**config.mk**
```make
export PLATFORM = sky130hd
export DESIGN_NAME = if_id_pipe
export DESIGN_NICKNAME = d
export VERILOG_FILES = /design/src/rtl/rv_pkg.sv /design/src/rtl/imm_gen.sv /design/src/rtl/if_id_pipe.sv
export SDC_FILE = /design/constraint.sdc
export NUM_CORES = 1
export LEC_CHECK = 0
export CORE_MARGIN = 4
export CORE_UTILIZATION = 30
export DETAILED_ROUTE_END_ITERATION = 6
export PLACE_DENSITY = 0.68
export SKIP_LAST_GASP = 1
export SYNTH_ARGS = -nofsm -noshare
export SYNTH_HDL_FRONTEND = slang
export SYNTH_SLANG_ARGS = --single-unit
```
**constraint.sdc**
```tcl
create_clock -name clk -period 4.9 [get_ports clk]
set_input_delay 0.98 -clock clk [delete_from_list [all_inputs] [get_ports clk]]
set_output_delay 0.98 -clock clk [all_outputs]
set_load 0.005 [all_outputs]
```
**src/rtl/rv_pkg.sv**
```systemverilog
// rv_pkg -- shared constants for the IF/ID pipeline register.
//   * RV32 base opcodes recognised by the decoder
//   * fmt_t   : instruction class reported on out_fmt
//   * state_t : occupancy of the output register / skid entry pair
package rv_pkg;

    // Major opcodes, instr[6:0]
    localparam logic [6:0] OPC_R      = 7'b0110011;
    localparam logic [6:0] OPC_I_ALU  = 7'b0010011;
    localparam logic [6:0] OPC_LOAD   = 7'b0000011;
    localparam logic [6:0] OPC_STORE  = 7'b0100011;
    localparam logic [6:0] OPC_BRANCH = 7'b1100011;

    typedef enum logic [2:0] {
        FMT_R       = 3'd0,
        FMT_I_ALU   = 3'd1,
        FMT_LOAD    = 3'd2,
        FMT_STORE   = 3'd3,
        FMT_BRANCH  = 3'd4,
        FMT_ILLEGAL = 3'd7
    } fmt_t;

    // EMPTY: nothing held; FULL: output register valid;
    // SKID: output register and skid entry both valid
    typedef enum logic [1:0] {
        ST_EMPTY = 2'd0,
        ST_FULL  = 2'd1,
        ST_SKID  = 2'd2
    } state_t;

endpackage

```
**src/rtl/imm_gen.sv**
```systemverilog
// imm_gen -- purely combinational instruction classifier and immediate
// generator.
//   instr : 32-bit instruction word
//   imm   : XLEN-bit sign-extended immediate (0 for R and ILLEGAL)
//   fmt   : instruction class (rv_pkg::fmt_t)
module imm_gen
    import rv_pkg::*;
#(
    parameter int XLEN = 64
) (
    input  logic [31:0]     instr,
    output logic [XLEN-1:0] imm,
    output fmt_t            fmt
);

    // Every immediate fits in 13 bits (branch is the widest); the narrower
    // ones are pre-extended by one bit before the call.
    function automatic logic signed [XLEN-1:0] sext13(input logic signed [12:0] v);
        return {{(XLEN-13){v[12]}}, v};
    endfunction

    logic signed [XLEN-1:0] imm_s;

    always_comb begin
        fmt   = FMT_ILLEGAL;
        imm_s = '0;
        case (instr[6:0])
            OPC_R: begin
                fmt = FMT_R;
            end
            OPC_I_ALU: begin
                fmt   = FMT_I_ALU;
                imm_s = sext13({instr[31], instr[31:20]});
            end
            OPC_LOAD: begin
                fmt   = FMT_LOAD;
                imm_s = sext13({instr[31], instr[31:20]});
            end
            OPC_STORE: begin
                fmt   = FMT_STORE;
                imm_s = sext13({instr[31], instr[31:25], instr[11:7]});
            end
            OPC_BRANCH: begin
                // Branch offsets are in bytes, so bit 0 is always zero
                fmt   = FMT_BRANCH;
                imm_s = sext13({instr[31], instr[7], instr[30:25], instr[11:8], 1'b0});
            end
            default: begin
                fmt   = FMT_ILLEGAL;
                imm_s = '0;
            end
        endcase
    end

    assign imm = imm_s;

    // funct3 and rs1 never contribute to an immediate
    logic unused_bits;
    assign unused_bits = ^instr[19:12];

endmodule

```
**src/rtl/if_id_pipe.sv**
```systemverilog
// if_id_pipe -- fetch/decode pipeline register with a single skid entry.
//
// Ports
//   clk, rst                 clock, asynchronous active-high reset
//   in_valid/in_ready        fetch-side handshake (in_ready is registered)
//   in_instr, in_pc          fetched instruction and its address
//   flush                    drop everything held plus any same-cycle input
//   out_valid/out_ready      decode-side handshake
//   out_instr, out_pc        held instruction and its address
//   out_opcode .. out_funct7 raw fields of out_instr
//   out_imm, out_fmt         sign-extended immediate and instruction class
//   out_illegal              out_fmt is ILLEGAL while out_valid
//
// in_ready is a flop so fetch never sees a combinational path from
// out_ready; the skid entry absorbs the one beat that can arrive in the
// cycle the downstream stalls.
module if_id_pipe
    import rv_pkg::*;
#(
    parameter int PC_W = 8,
    parameter int XLEN = 64
) (
    input  logic            clk,
    input  logic            rst,
    input  logic            in_valid,
    output logic            in_ready,
    input  logic [31:0]     in_instr,
    input  logic [PC_W-1:0] in_pc,
    input  logic            flush,
    output logic            out_valid,
    input  logic            out_ready,
    output logic [31:0]     out_instr,
    output logic [PC_W-1:0] out_pc,
    output logic [6:0]      out_opcode,
    output logic [4:0]      out_rd,
    output logic [4:0]      out_rs1,
    output logic [4:0]      out_rs2,
    output logic [2:0]      out_funct3,
    output logic [6:0]      out_funct7,
    output logic [XLEN-1:0] out_imm,
    output logic [2:0]      out_fmt,
    output logic            out_illegal
);

    state_t          state;
    logic            in_ready_q;
    logic [31:0]     hold_instr_p1;
    logic [PC_W-1:0] hold_pc_p1;
    logic [31:0]     skid_instr_p1;
    logic [PC_W-1:0] skid_pc_p1;

    logic in_xfer;
    logic out_xfer;

    assign out_valid = (state != ST_EMPTY);
    assign in_ready  = in_ready_q;
    assign in_xfer   = in_valid && in_ready_q;
    assign out_xfer  = out_valid && out_ready;

    // ---- fetch -> output register / skid entry ----
    always_ff @(posedge clk or posedge rst) begin
        if (rst) begin
            state         <= ST_EMPTY;
            in_ready_q    <= 1'b0;
            hold_instr_p1 <= '0;
            hold_pc_p1    <= '0;
            skid_instr_p1 <= '0;
            skid_pc_p1    <= '0;
        end else if (flush) begin
            // Flush wins over every handshake; the held words are left in
            // place but are invisible once out_valid drops.
            state      <= ST_EMPTY;
            in_ready_q <= 1'b1;
        end else begin
            case (state)
                ST_EMPTY: begin
                    in_ready_q <= 1'b1;
                    if (in_xfer) begin
                        hold_instr_p1 <= in_instr;
                        hold_pc_p1    <= in_pc;
                        state         <= ST_FULL;
                    end
                end
                ST_FULL: begin
                    if (in_xfer && out_xfer) begin
                        hold_instr_p1 <= in_instr;
                        hold_pc_p1    <= in_pc;
                        in_ready_q    <= 1'b1;
                    end else if (out_xfer) begin
                        state      <= ST_EMPTY;
                        in_ready_q <= 1'b1;
                    end else if (in_xfer) begin
                        // Downstream stalled while a beat was accepted
                        skid_instr_p1 <= in_instr;
                        skid_pc_p1    <= in_pc;
                        state         <= ST_SKID;
                        in_ready_q    <= 1'b0;
                    end else begin
                        in_ready_q <= 1'b1;
                    end
                end
                ST_SKID: begin
                    // in_ready is low here, so no input can arrive
                    if (out_xfer) begin
                        hold_instr_p1 <= skid_instr_p1;
                        hold_pc_p1    <= skid_pc_p1;
                        state         <= ST_FULL;
                        in_ready_q    <= 1'b1;
                    end else begin
                        in_ready_q <= 1'b0;
                    end
                end
                default: begin
                    state      <= ST_EMPTY;
                    in_ready_q <= 1'b1;
                end
            endcase
        end
    end

    // ---- output register -> decode ----
    fmt_t            dec_fmt;
    logic [XLEN-1:0] dec_imm;

    imm_gen #(
        .XLEN (XLEN)
    ) u_imm_gen (
        .instr (hold_instr_p1),
        .imm   (dec_imm),
        .fmt   (dec_fmt)
    );

    assign out_instr   = hold_instr_p1;
    assign out_pc      = hold_pc_p1;
    assign out_opcode  = hold_instr_p1[6:0];
    assign out_rd      = hold_instr_p1[11:7];
    assign out_funct3  = hold_instr_p1[14:12];
    assign out_rs1     = hold_instr_p1[19:15];
    assign out_rs2     = hold_instr_p1[24:20];
    assign out_funct7  = hold_instr_p1[31:25];

    // Class and immediate read as zero whenever nothing is presented
    assign out_fmt     = out_valid ? 3'(dec_fmt) : 3'd0;
    assign out_imm     = out_valid ? dec_imm : '0;
    assign out_illegal = out_valid && (dec_fmt == FMT_ILLEGAL);

endmodule

```
# ---- Word level (Yosys, flattened, before mapping)
# Index checks and enable logic that the tools add are counted.
dict set report op_classes {
  reduce_logical 11
  eq_ne 15
  bitwise_logic 3
  mux 25
}
# operator count
set op_table {}
lappend op_table {{$pmux 64 s3} 1}
lappend op_table {{$mux 32} 3}
lappend op_table {{$pmux 32 s3} 1}
lappend op_table {{$mux 64} 1}
lappend op_table {{$mux 8} 3}
lappend op_table {{$pmux 8 s3} 1}
lappend op_table {{$pmux 3 s5} 1}
lappend op_table {{$eq 7x6->1 const B} 2}
lappend op_table {{$mux 2} 6}
lappend op_table {{$reduce_and 5->1} 2}
lappend op_table {{$ne 3x3->1 const B} 3}
lappend op_table {{$eq 7x2->1 const B} 1}
lappend op_table {{$eq 7x5->1 const B} 1}
lappend op_table {{$eq 7x7->1 const B} 1}
lappend op_table {{$ne 2x2->1 const B} 3}
lappend op_table {{$pmux 2 s3} 1}
lappend op_table {{$mux 1} 5}
lappend op_table {{$logic_and 1x1->1} 4}
lappend op_table {{$ne 4x4->1 const B} 1}
lappend op_table {{$reduce_and 4->1} 1}
lappend op_table {{$eq 3x3->1 const B} 1}
lappend op_table {{$mux 3} 1}
lappend op_table {{$not 1->1} 3}
lappend op_table {{$reduce_bool 3->1} 1}
lappend op_table {{6 further kinds} 6}
dict set report totals {
  input_bits 45
  regBits 83
}

# ---- Logic depth before layout (Yosys ltp)
# Gate-level depths: netlist (run 1).
dict set report logic_depth {
  ltp_word 6
  mapped_depth 7
  mapped_depth_nobuf 6
}

# ---- Cells and area by module
# From an unflattened synthesis (run 1), not the netlist that was laid out.
dict set report unflattened {
  cells_unflattened 490
  hier_area_um2 5048.6
}
# mod seq_area_each_um2 instances cells_per_inst area_per_inst_um2
set modules_own_cells {}
lappend modules_own_cells {if_id_pipe 2077.0 1 407 4446.8}
lappend modules_own_cells {imm_gen 0.0 1 83 601.8}

# ---- Worst setup path after synthesis (run 1)
# No wires, ideal clock.
dict set report synth_timing {
  kind {reg-to-output}
  startpoint {reg hold_instr_p1[2], in the netlist out_instr[2]}
  endpoint {out out_imm[13]}
  required_time_ns 3.920
  path_buffers 1
  setup_slack_ns 1.273
  stages_incl_launch_ff 6
  t_arrival_ns 2.647
  path_cell_list {dfrtp_1 nand4bb_1 nor3b_1 o21a_1 and2_1 buf_4}
}
dict set report synth_between {
  elab_chain_cells 4
  elab_cells_between_ends 7
  cone_classes {eq/ne: 4; mux: 2; reduce/logical: 1}
}
# element line_no
set synth_lines {}
lappend synth_lines {{start, declared} if_id_pipe.sv:47} ;# logic [31:0] hold_instr_p1;
lappend synth_lines {{start signal, assigned} if_id_pipe.sv:79} ;# hold_instr_p1 <= in_instr;
lappend synth_lines {{start signal, assigned} if_id_pipe.sv:86} ;# hold_instr_p1 <= in_instr;
lappend synth_lines {{start signal, assigned} if_id_pipe.sv:105} ;# hold_instr_p1 <= skid_instr_p1;
lappend synth_lines {{$eq 7x5->1 or $eq 7x2->1 (tied branches)} imm_gen.sv:27} ;# case (instr[6:0])
lappend synth_lines {{$reduce_or 2->1 (no line)} n/a}
lappend synth_lines {{$pmux 64 s3 (*)} imm_gen.sv:27}
lappend synth_lines {{$mux 64 (*)} if_id_pipe.sv:144} ;# assign out_imm = out_valid ? dec_imm : '0;
lappend synth_lines {{end, declared} if_id_pipe.sv:40} ;# output logic [XLEN-1:0] out_imm,
# Every way passes the cells marked *; elsewhere a longest branch is shown, timed or not.

# ---- Worst setup path in the final report (run 1)
dict set report layout_timing {
  startpoint {reg hold_instr_p1[2], in the netlist out_instr[2]}
  endpoint {out out_imm[55]}
}
# The elaborated chain is that of the path after synthesis.

==> impl_summary.log, run 1 <==
[metrics] CP Data Arrival Time: 3160 ps
[metrics] all-layer global routing usage: 12.7%
[metrics] ys flop type: sky130_fd_sc_hd__dfrtp_1
[metrics] standard-cell row count: 45
[metrics] outcome: finished clean
[metrics] pre-CTS setup slack: between 1000 and 1500 ps
[metrics] worst endpoint required time: about 3900 ps
[metrics] cell family contributing the most delay on the critical path: simple AND/OR/NAND/NOR gates
[metrics] Worst Path Max Fanout: 52
[metrics] via density per instance: 4.63
[metrics] total negative slack for setup checks: 0 ps
[metrics] asr flop ratio synth: 100%
[metrics] launching element of the worst setup path: out_instr[2]$_DFFE_PP0P_
[metrics] Critical R2R Launch: state[0]$_DFFE_PP0P_
[metrics] worst-case clock skew: 7.10 ps
[metrics] final period demand of the worst path: 4140 ps
[metrics] number of hold-repair buffers added at the cts stage: 0
[metrics] Via Count: 3,101
[metrics] min-delay worst type: reg2reg
[metrics] part of the total power dissipated in sequential elements: approximately 37%
[metrics] Synth area leaders: sky130_fd_sc_hd__dfrtp_1 (45%), sky130_fd_sc_hd__mux2_2 (29%), sky130_fd_sc_hd__buf_4 (13%)
[metrics] detailed-placement wirelength estimate: 7940 um
[metrics] setup repair after global routing missed its margin: false
[metrics] DRC violations left: 0
[metrics] clk slew on worst S/H paths: 60 ps
[metrics] fraction of power spent switching nets: approximately 30%
[metrics] achievable clock frequency: 0.242 GHz
[metrics] worst path buffer plus inverter count: 2
[metrics] wire length per cell after detailed routing: about 17 um
[metrics] antenna violations before repair: 0
[metrics] number of iterations in the first detailed-routing pass: 4
[metrics] ratio of cells with drive above 1 in the final layout: 30.3%
[metrics] number of buffers between clock root and the deepest sink: 2
[metrics] part of the cycle the worst path needs: 84.5%
[metrics] combinational group share of total power: 45.2%
[metrics] library cells used by synthesis: 34
[metrics] Max Cap Violations: 0
[metrics] number of synthesis warnings: 0
[metrics] TritonCTS clock tree: built
[metrics] clock latency on the worst-skew pair: 340 ps
[metrics] sequential element share of the synthesized area: 44.9%
[metrics] critical path start-end classification: reg2out
[metrics] number of flops mapped to enable cells by yosys: 0
[metrics] cell type contributing the most total cell area after synthesis: sky130_fd_sc_hd__dfrtp_1
[metrics] Port-buffer cells: 186
[metrics] highest-count cells in the layout ignoring fill and taps: sky130_fd_sc_hd__clkdlybuf4s50_1 (186), sky130_fd_sc_hd__mux2_2 (118), sky130_fd_sc_hd__dfrtp_1 (83)
[metrics] peak supply drop: 339 uV
[metrics] minimum setup slack in the final design: 760 ps
[metrics] share of the synthesized area in the top cell type: roughly 45%
[metrics] crit path max-delay cell type: sky130_fd_sc_hd__clkdlybuf4s50_1
[metrics] total grt overflow: 0
[metrics] cells along the critical path: nand4bb_1 -> nor3_1 -> o21a_1 -> and2_1 -> buf_4 -> clkdlybuf4s50_1
[metrics] number of gates resized after cts: 0
[metrics] final design utilization: 41.9%
[metrics] number of buffers inserted during clock tree synthesis: 9
[metrics] type of origin of the critical path: flop
[metrics] transition time at the pin with the least slew margin: 790 ps
[metrics] number of nets in the layout: 527
[metrics] die height: 132 um
[metrics] initial core utilization: ~30%
[metrics] power share of the clock group: 18.1%
[metrics] Post-DRT Antenna Nets: 0
[metrics] final hold viol count: 0
[metrics] total core area: 15,100 um^2
[metrics] Horiz. Die Dim: 132 um
[metrics] drt total wl: approximately 11,000 um
[metrics] Mapped Cells: around 370
[metrics] global-route wire length before repair: 17,700 um
[metrics] number of setup buffers added after CTS: 0
[metrics] area growth from synthesis to final layout: 37.3%
[metrics] Pint: 2.52 mW
[metrics] leakage dissipation: 2.51 nW
[metrics] die area: 17,500 um^2
[metrics] total net switching power: between 1 and 1.5 mW
[metrics] summed instance area of the synthesized netlist: 4620 um^2
[metrics] Hold Crit Start: skid_instr_p1[16]$_DFFE_PP0P_
[metrics] biggest cell delay along the critical path: 590 ps
[metrics] clock sink count: 83
[metrics] Final Instance Area: approximately 6300 um^2
[metrics] Final Max Slew Viols: 0
[metrics] 1st-iter DRT viols: 140
[metrics] CP endpoint kind: output pin
[metrics] clock root cell: sky130_fd_sc_hd__clkbuf_16
[metrics] count of state elements after synthesis: 83
[metrics] final estimated routing congestion in global placement: 0.730
[metrics] most common library cell in the layout ignoring fill and taps: sky130_fd_sc_hd__clkdlybuf4s50_1
[metrics] Cell Pwr Density: 571 nW/um^2
[metrics] ant diodes: 0
[metrics] IO Pins: about 190
[metrics] post-synthesis average cell area: 12.4 um^2
[metrics] H-Tree Level Count: 3
[metrics] via count of the first global-routing pass: 3,231
[metrics] synthesized netlist net count: around 420
[metrics] setup-violating endpoint count in the final report: 0
[metrics] pin count of the biggest net entering global routing: 53
[metrics] Max-Slew Margin vs Limit: a little under half
[metrics] cell area after placement: 6050 um^2
[cells in the mapped netlist (all sizes together), types with 4 or more instances]
library cell    n
buf            91
nand2           4
a21oi           6
ha              4
a22oi           4
dfrtp          83
nand2b          4
nor2           12
clkbuf          8
nor3            5
and2            7
inv             4
mux2          121
[sequential cells by signal, summed over array words and instances, names as in the netlist]
name           cells
skid_pc_p1         8
in_ready           1
out_instr         32
skid_instr_p1     32
state              2
out_pc             8
[power by group through the flow]
stage	Sequential, mW	Clock [mW]	Combinational (mW)
detailed placement	1.34	0	1.66
global route	1.38	0.708	1.76
CTS	1.33	0.680	1.67
global placement	1.32	0	1.62
floorplan	1.25	0	1.01
finish	1.33	0.656	1.63
[kinds of logic after synthesis]
kind of cell | after synthesis | share of synthesized area (%)
compound gates | 20 | 3.14
xor+xnor | 1 | 0.190
fa+ha+maj | 4 | 1.08
buf+inv | 103 | 15.9
flops | 83 | 44.9
mux | 122 | 29.9
simple gates | 41 | 4.82
[per-layer routing]
layer  track usage [%]  wire length (um)  vias to the layer above
met3              4.77               904                       13
met1              14.9              4610                     1533
met2              21.7              5520                      137
met4              3.85               147                        0
li1                  -                 -                     1418
met5                 0                 0                        -
[final cells by class]
| type | instances | area [um^2] |
|---|---|---|
| Timing Repair Buffer | 192 | 1910 |
| Clock buffer | 12 | 267 |
| Inverter | 4 | 16.3 |
| Clock inverter | 3 | 22.5 |
| Fill cell | 1379 | 8800 |
| Multi-Input combinational cell | 188 | 1820 |
| Tap cell | 188 | 235 |
| Sequential cell | 83 | 2080 |
[final timing paths]
kind,slack (ps),end,cells past startpoint
setup / recovery,760,out_imm[55],6
hold / removal,500,skid_instr_p1[16]$_DFFE_PP0P_,1
setup reg to reg,2250,out_instr[3]$_DFFE_PP0P_,6
hold reg to reg,500,skid_instr_p1[16]$_DFFE_PP0P_,1
max in group asynchronous,2800,out_instr[3]$_DFFE_PP0P_,3
min in group asynchronous,1090,skid_instr_p1[18]$_DFFE_PP0P_,2
[metrics by stage]
stage | power [mW] | cells | hold slack, ps
after CTS | 3.68 | 670 | 505
final | 3.62 | 670 | 503
after detailed placement | 3.00 | 655 | 491
after global routing | 3.85 | 670 | 516
after global placement | 2.94 | 655 | 483
after floorplan | 2.25 | 374 | 475
Power figures use the tool's default switching activity.
==> run 2: changes to the inputs <==
--- a/config.mk
+++ b/config.mk
@@ -8,7 +8,7 @@
 export CORE_MARGIN = 4
 export CORE_UTILIZATION = 30
 export DETAILED_ROUTE_END_ITERATION = 6
-export PLACE_DENSITY = 0.68
+export PLACE_DENSITY = 0.7
 export SKIP_LAST_GASP = 1
 export SYNTH_ARGS = -nofsm -noshare
 export SYNTH_HDL_FRONTEND = slang
==> constraint.sdc (replaced) <==
create_clock -name clk -period 3.8 [get_ports clk]
set_input_delay 0.76 -clock clk [delete_from_list [all_inputs] [get_ports clk]]
set_output_delay 0.76 -clock clk [all_outputs]
set_load 0.005 [all_outputs]
==> impl_summary.log, run 2 (same netlist as run 1, synthesis figures left out) <==
[metrics] achievable clock frequency: 0.291 GHz
[metrics] Post-DRT Antenna Nets: 0 (unchanged)
[metrics] clock latency on the worst-skew pair: 340 ps (about the same)
[metrics] number of buffers inserted during clock tree synthesis: 9 (unchanged)
[metrics] worst-case clock skew: 8.46 ps (+1.36 ps)
[metrics] all-layer global routing usage: 13.1% (+0.35 points)
[metrics] peak supply drop: 328 uV (-3.4%)
[metrics] minimum setup slack in the final design: 367 ps (-393 ps)
[metrics] cell area after placement: 6080 um^2 (+0.50%)
[metrics] worst path buffer plus inverter count: 2 (unchanged)
[metrics] fill cell count: 1,373 (-0.44%)
[metrics] antenna violations before repair: 0 (unchanged)
[metrics] Overall Power: 4.73 mW (+31%)
[metrics] Final Max Slew Viols: 0 (unchanged)
[metrics] Cell Pwr Density: 741 nW/um^2 (+30%)
[metrics] Final Instance Area: 6390 um^2 (+0.79%)
[metrics] Reg2Reg Depth: 7 (+1)
[metrics] global-route wire length before repair: 18,000 um (+2.1%)
[metrics] IO Pins: 187 (unchanged)
[metrics] crit path max-delay cell type: sky130_fd_sc_hd__clkdlybuf4s50_1
[metrics] die area: 17,500 um^2 (unchanged)
[metrics] final period demand of the worst path: 3430 ps
[metrics] Horiz. Die Dim: 132 um (unchanged)
[metrics] reg-to-reg endpoint: out_instr[26]$_DFFE_PP0P_
[metrics] CP endpoint kind: output pin
[metrics] cells along the critical path: nand4bb_1 -> nor3b_1 -> o21a_2 -> and2_1 -> clkbuf_8 -> clkdlybuf4s50_1
[metrics] transition time at the pin with the least slew margin: 841 ps (+50.9 ps)
[metrics] Port-buffer cells: 186 (unchanged)
[metrics] initial core utilization: 30.5% (unchanged)
[metrics] wire length per cell after detailed routing: 16.4 um (-1.5%)
[metrics] TritonCTS clock tree: built
[metrics] type of origin of the critical path: flop
[metrics] final estimated routing congestion in global placement: 0.800 (+9.6%)
[metrics] Max-Slew Margin vs Limit: 43.9% (-3.3 points)
[metrics] clock root cell: sky130_fd_sc_hd__clkbuf_16
[metrics] standard-cell row count: 45 (unchanged)
[metrics] worst-case register-to-register setup slack: 1280 ps (-970 ps)
[metrics] area growth from synthesis to final layout: 38.3%
[metrics] Via Count: 3,131 (+0.97%)
[metrics] leakage dissipation: 2.54 nW (+1.5%)
[metrics] part of the cycle the worst path needs: roughly nine tenths
[metrics] number of hold-repair buffers added at the cts stage: 0 (unchanged)
[metrics] min-delay worst type: reg2reg
[metrics] die height: 132 um (unchanged)
[metrics] clk slew on worst S/H paths: 70 ps (about the same)
[metrics] cell family contributing the most delay on the critical path: buffers and inverters
[metrics] via count of the first global-routing pass: 3,353 (+3.8%)
[metrics] DRC violations left: 0 (unchanged)
[metrics] ant diodes: 0 (unchanged)
[metrics] H-Tree Level Count: 3 (unchanged)
[metrics] detailed-placement wirelength estimate: 8000 um (+0.81%)
[metrics] total core area: 15,100 um^2 (unchanged)
[metrics] pre-CTS setup slack: 478 ps (-642 ps)
[metrics] CP Data Arrival Time: 2670 ps (-490 ps)
[metrics] via density per instance: 4.64 (+0.22%)
[metrics] ratio of cells with drive above 1 in the final layout: 31.2% (+0.92 points)
[metrics] most common library cell in the layout ignoring fill and taps: sky130_fd_sc_hd__clkdlybuf4s50_1
[metrics] final design utilization: 42.2% (+0.33 points)
[metrics] Hold Crit Start: skid_instr_p1[7]$_DFFE_PP0P_
[metrics] total negative slack for setup checks: 0 ps (unchanged)
[metrics] highest-count cells in the layout ignoring fill and taps: sky130_fd_sc_hd__clkdlybuf4s50_1 (186), sky130_fd_sc_hd__mux2_2 (118), sky130_fd_sc_hd__dfrtp_1 (83)
[metrics] outcome: finished clean
[metrics] Critical R2R Launch: state[0]$_DFFE_PP0P_
[metrics] number of nets in the layout: 531 (+0.76%)
[metrics] critical path start-end classification: reg2out
[metrics] drt total wl: 11,100 um (-0.78%)
[metrics] total grt overflow: 0 (unchanged)
[metrics] Max Cap Violations: 0 (unchanged)
[metrics] 1st-iter DRT viols: 91 (-35%)
[metrics] worst endpoint required time: 3040 ps (-880 ps)
[metrics] final hold viol count: 0 (unchanged)
[metrics] endpoint of the worst hold path: skid_instr_p1[7]$_DFFE_PP0P_
[metrics] number of iterations in the first detailed-routing pass: 4 (unchanged)
[metrics] setup-violating endpoint count in the final report: 0 (unchanged)
[metrics] Worst Path Max Fanout: 52 (unchanged)
[metrics] number of buffers between clock root and the deepest sink: 2 (unchanged)
[metrics] cell depth of the worst hold path: 1 (unchanged)
[metrics] clock sink count: 83 (unchanged)
[metrics] pin count of the biggest net entering global routing: 53 (unchanged)
[metrics] setup repair after global routing missed its margin: false
[metrics] biggest cell delay along the critical path: 560 ps (-30 ps)
run 2: cell types whose count changed in the layout (fill, tap and decap cells not counted), sizes merged:
cell,delta
buf,+3
bufinv,+1
clkbuf,-2
clkinv,+3
clkinvlp,-2
inv,+2
run 2: timing repair:
item                       CTS  global route
resized for setup            0             3
setup endpoints to repair    0            52
buffers inserted             0             0
hold endpoints to repair     0             0
run 2: routing by layer:
metal	vias up	GRT usage, %	part of all wire [%]
met4	0	5.13	1.7
li1	1427	-	-
met3	14	4.69	8.3
met5	-	0	0
met1	1549	15.2	40
met2	141	22.0	50
run 2: worst max path at each step:
stage                  endpoint                     start  slack, ps  cells after the start
detailed placement  out_imm[33]  out_instr[2]$_DFFE_PP0P_        480                      6
floorplan           out_imm[13]  out_instr[2]$_DFFE_PP0P_        390                      5
global placement    out_imm[51]  out_instr[2]$_DFFE_PP0P_        550                      6
global route        out_imm[49]  out_instr[2]$_DFFE_PP0P_         70                      7
finish              out_imm[33]  out_instr[2]$_DFFE_PP0P_        370                      6
CTS                 out_imm[33]  out_instr[2]$_DFFE_PP0P_         90                      6
run 2: area by class of cell:
cell class                      count  area (um^2)  share of cell area, %
Tap cell                          188          235                   3.68
Timing Repair Buffer              196         1940                   30.4
Sequential cell                    83         2080                   32.5
Clock buffer                        9          225                   3.52
Clock inverter                      7         76.3                   1.19
Inverter                            4         16.3                  0.254
Multi-Input combinational cell    188         1820                   28.5
run 2: through the flow:
stage          hold WS, ps  std cells
2_1_floorplan          475        374
6_report               502        675
3_5_place_dp           490        659
5_1_grt                513        675
4_1_cts                506        675
3_3_place_gp           483        659
run 2: where the power goes:
group / total [mW] / switching (mW) / internal (mW)
logic: 2.14 / 0.707 / 1.43
registers: 1.70 / 0.368 / 1.33
clock network: 0.894 / 0.379 / 0.515
==> run 3: changes to the inputs <==
--- a/config.mk
+++ b/config.mk
@@ -10,6 +10,7 @@
 export DETAILED_ROUTE_END_ITERATION = 6
 export PLACE_DENSITY = 0.7
 export SKIP_LAST_GASP = 1
+export SLEW_MARGIN = 20
 export SYNTH_ARGS = -nofsm -noshare
 export SYNTH_HDL_FRONTEND = slang
 export SYNTH_SLANG_ARGS = --single-unit
==> results of run 3 <==
Same layout as run 2: the final DEF is identical, and so are final timing and power.
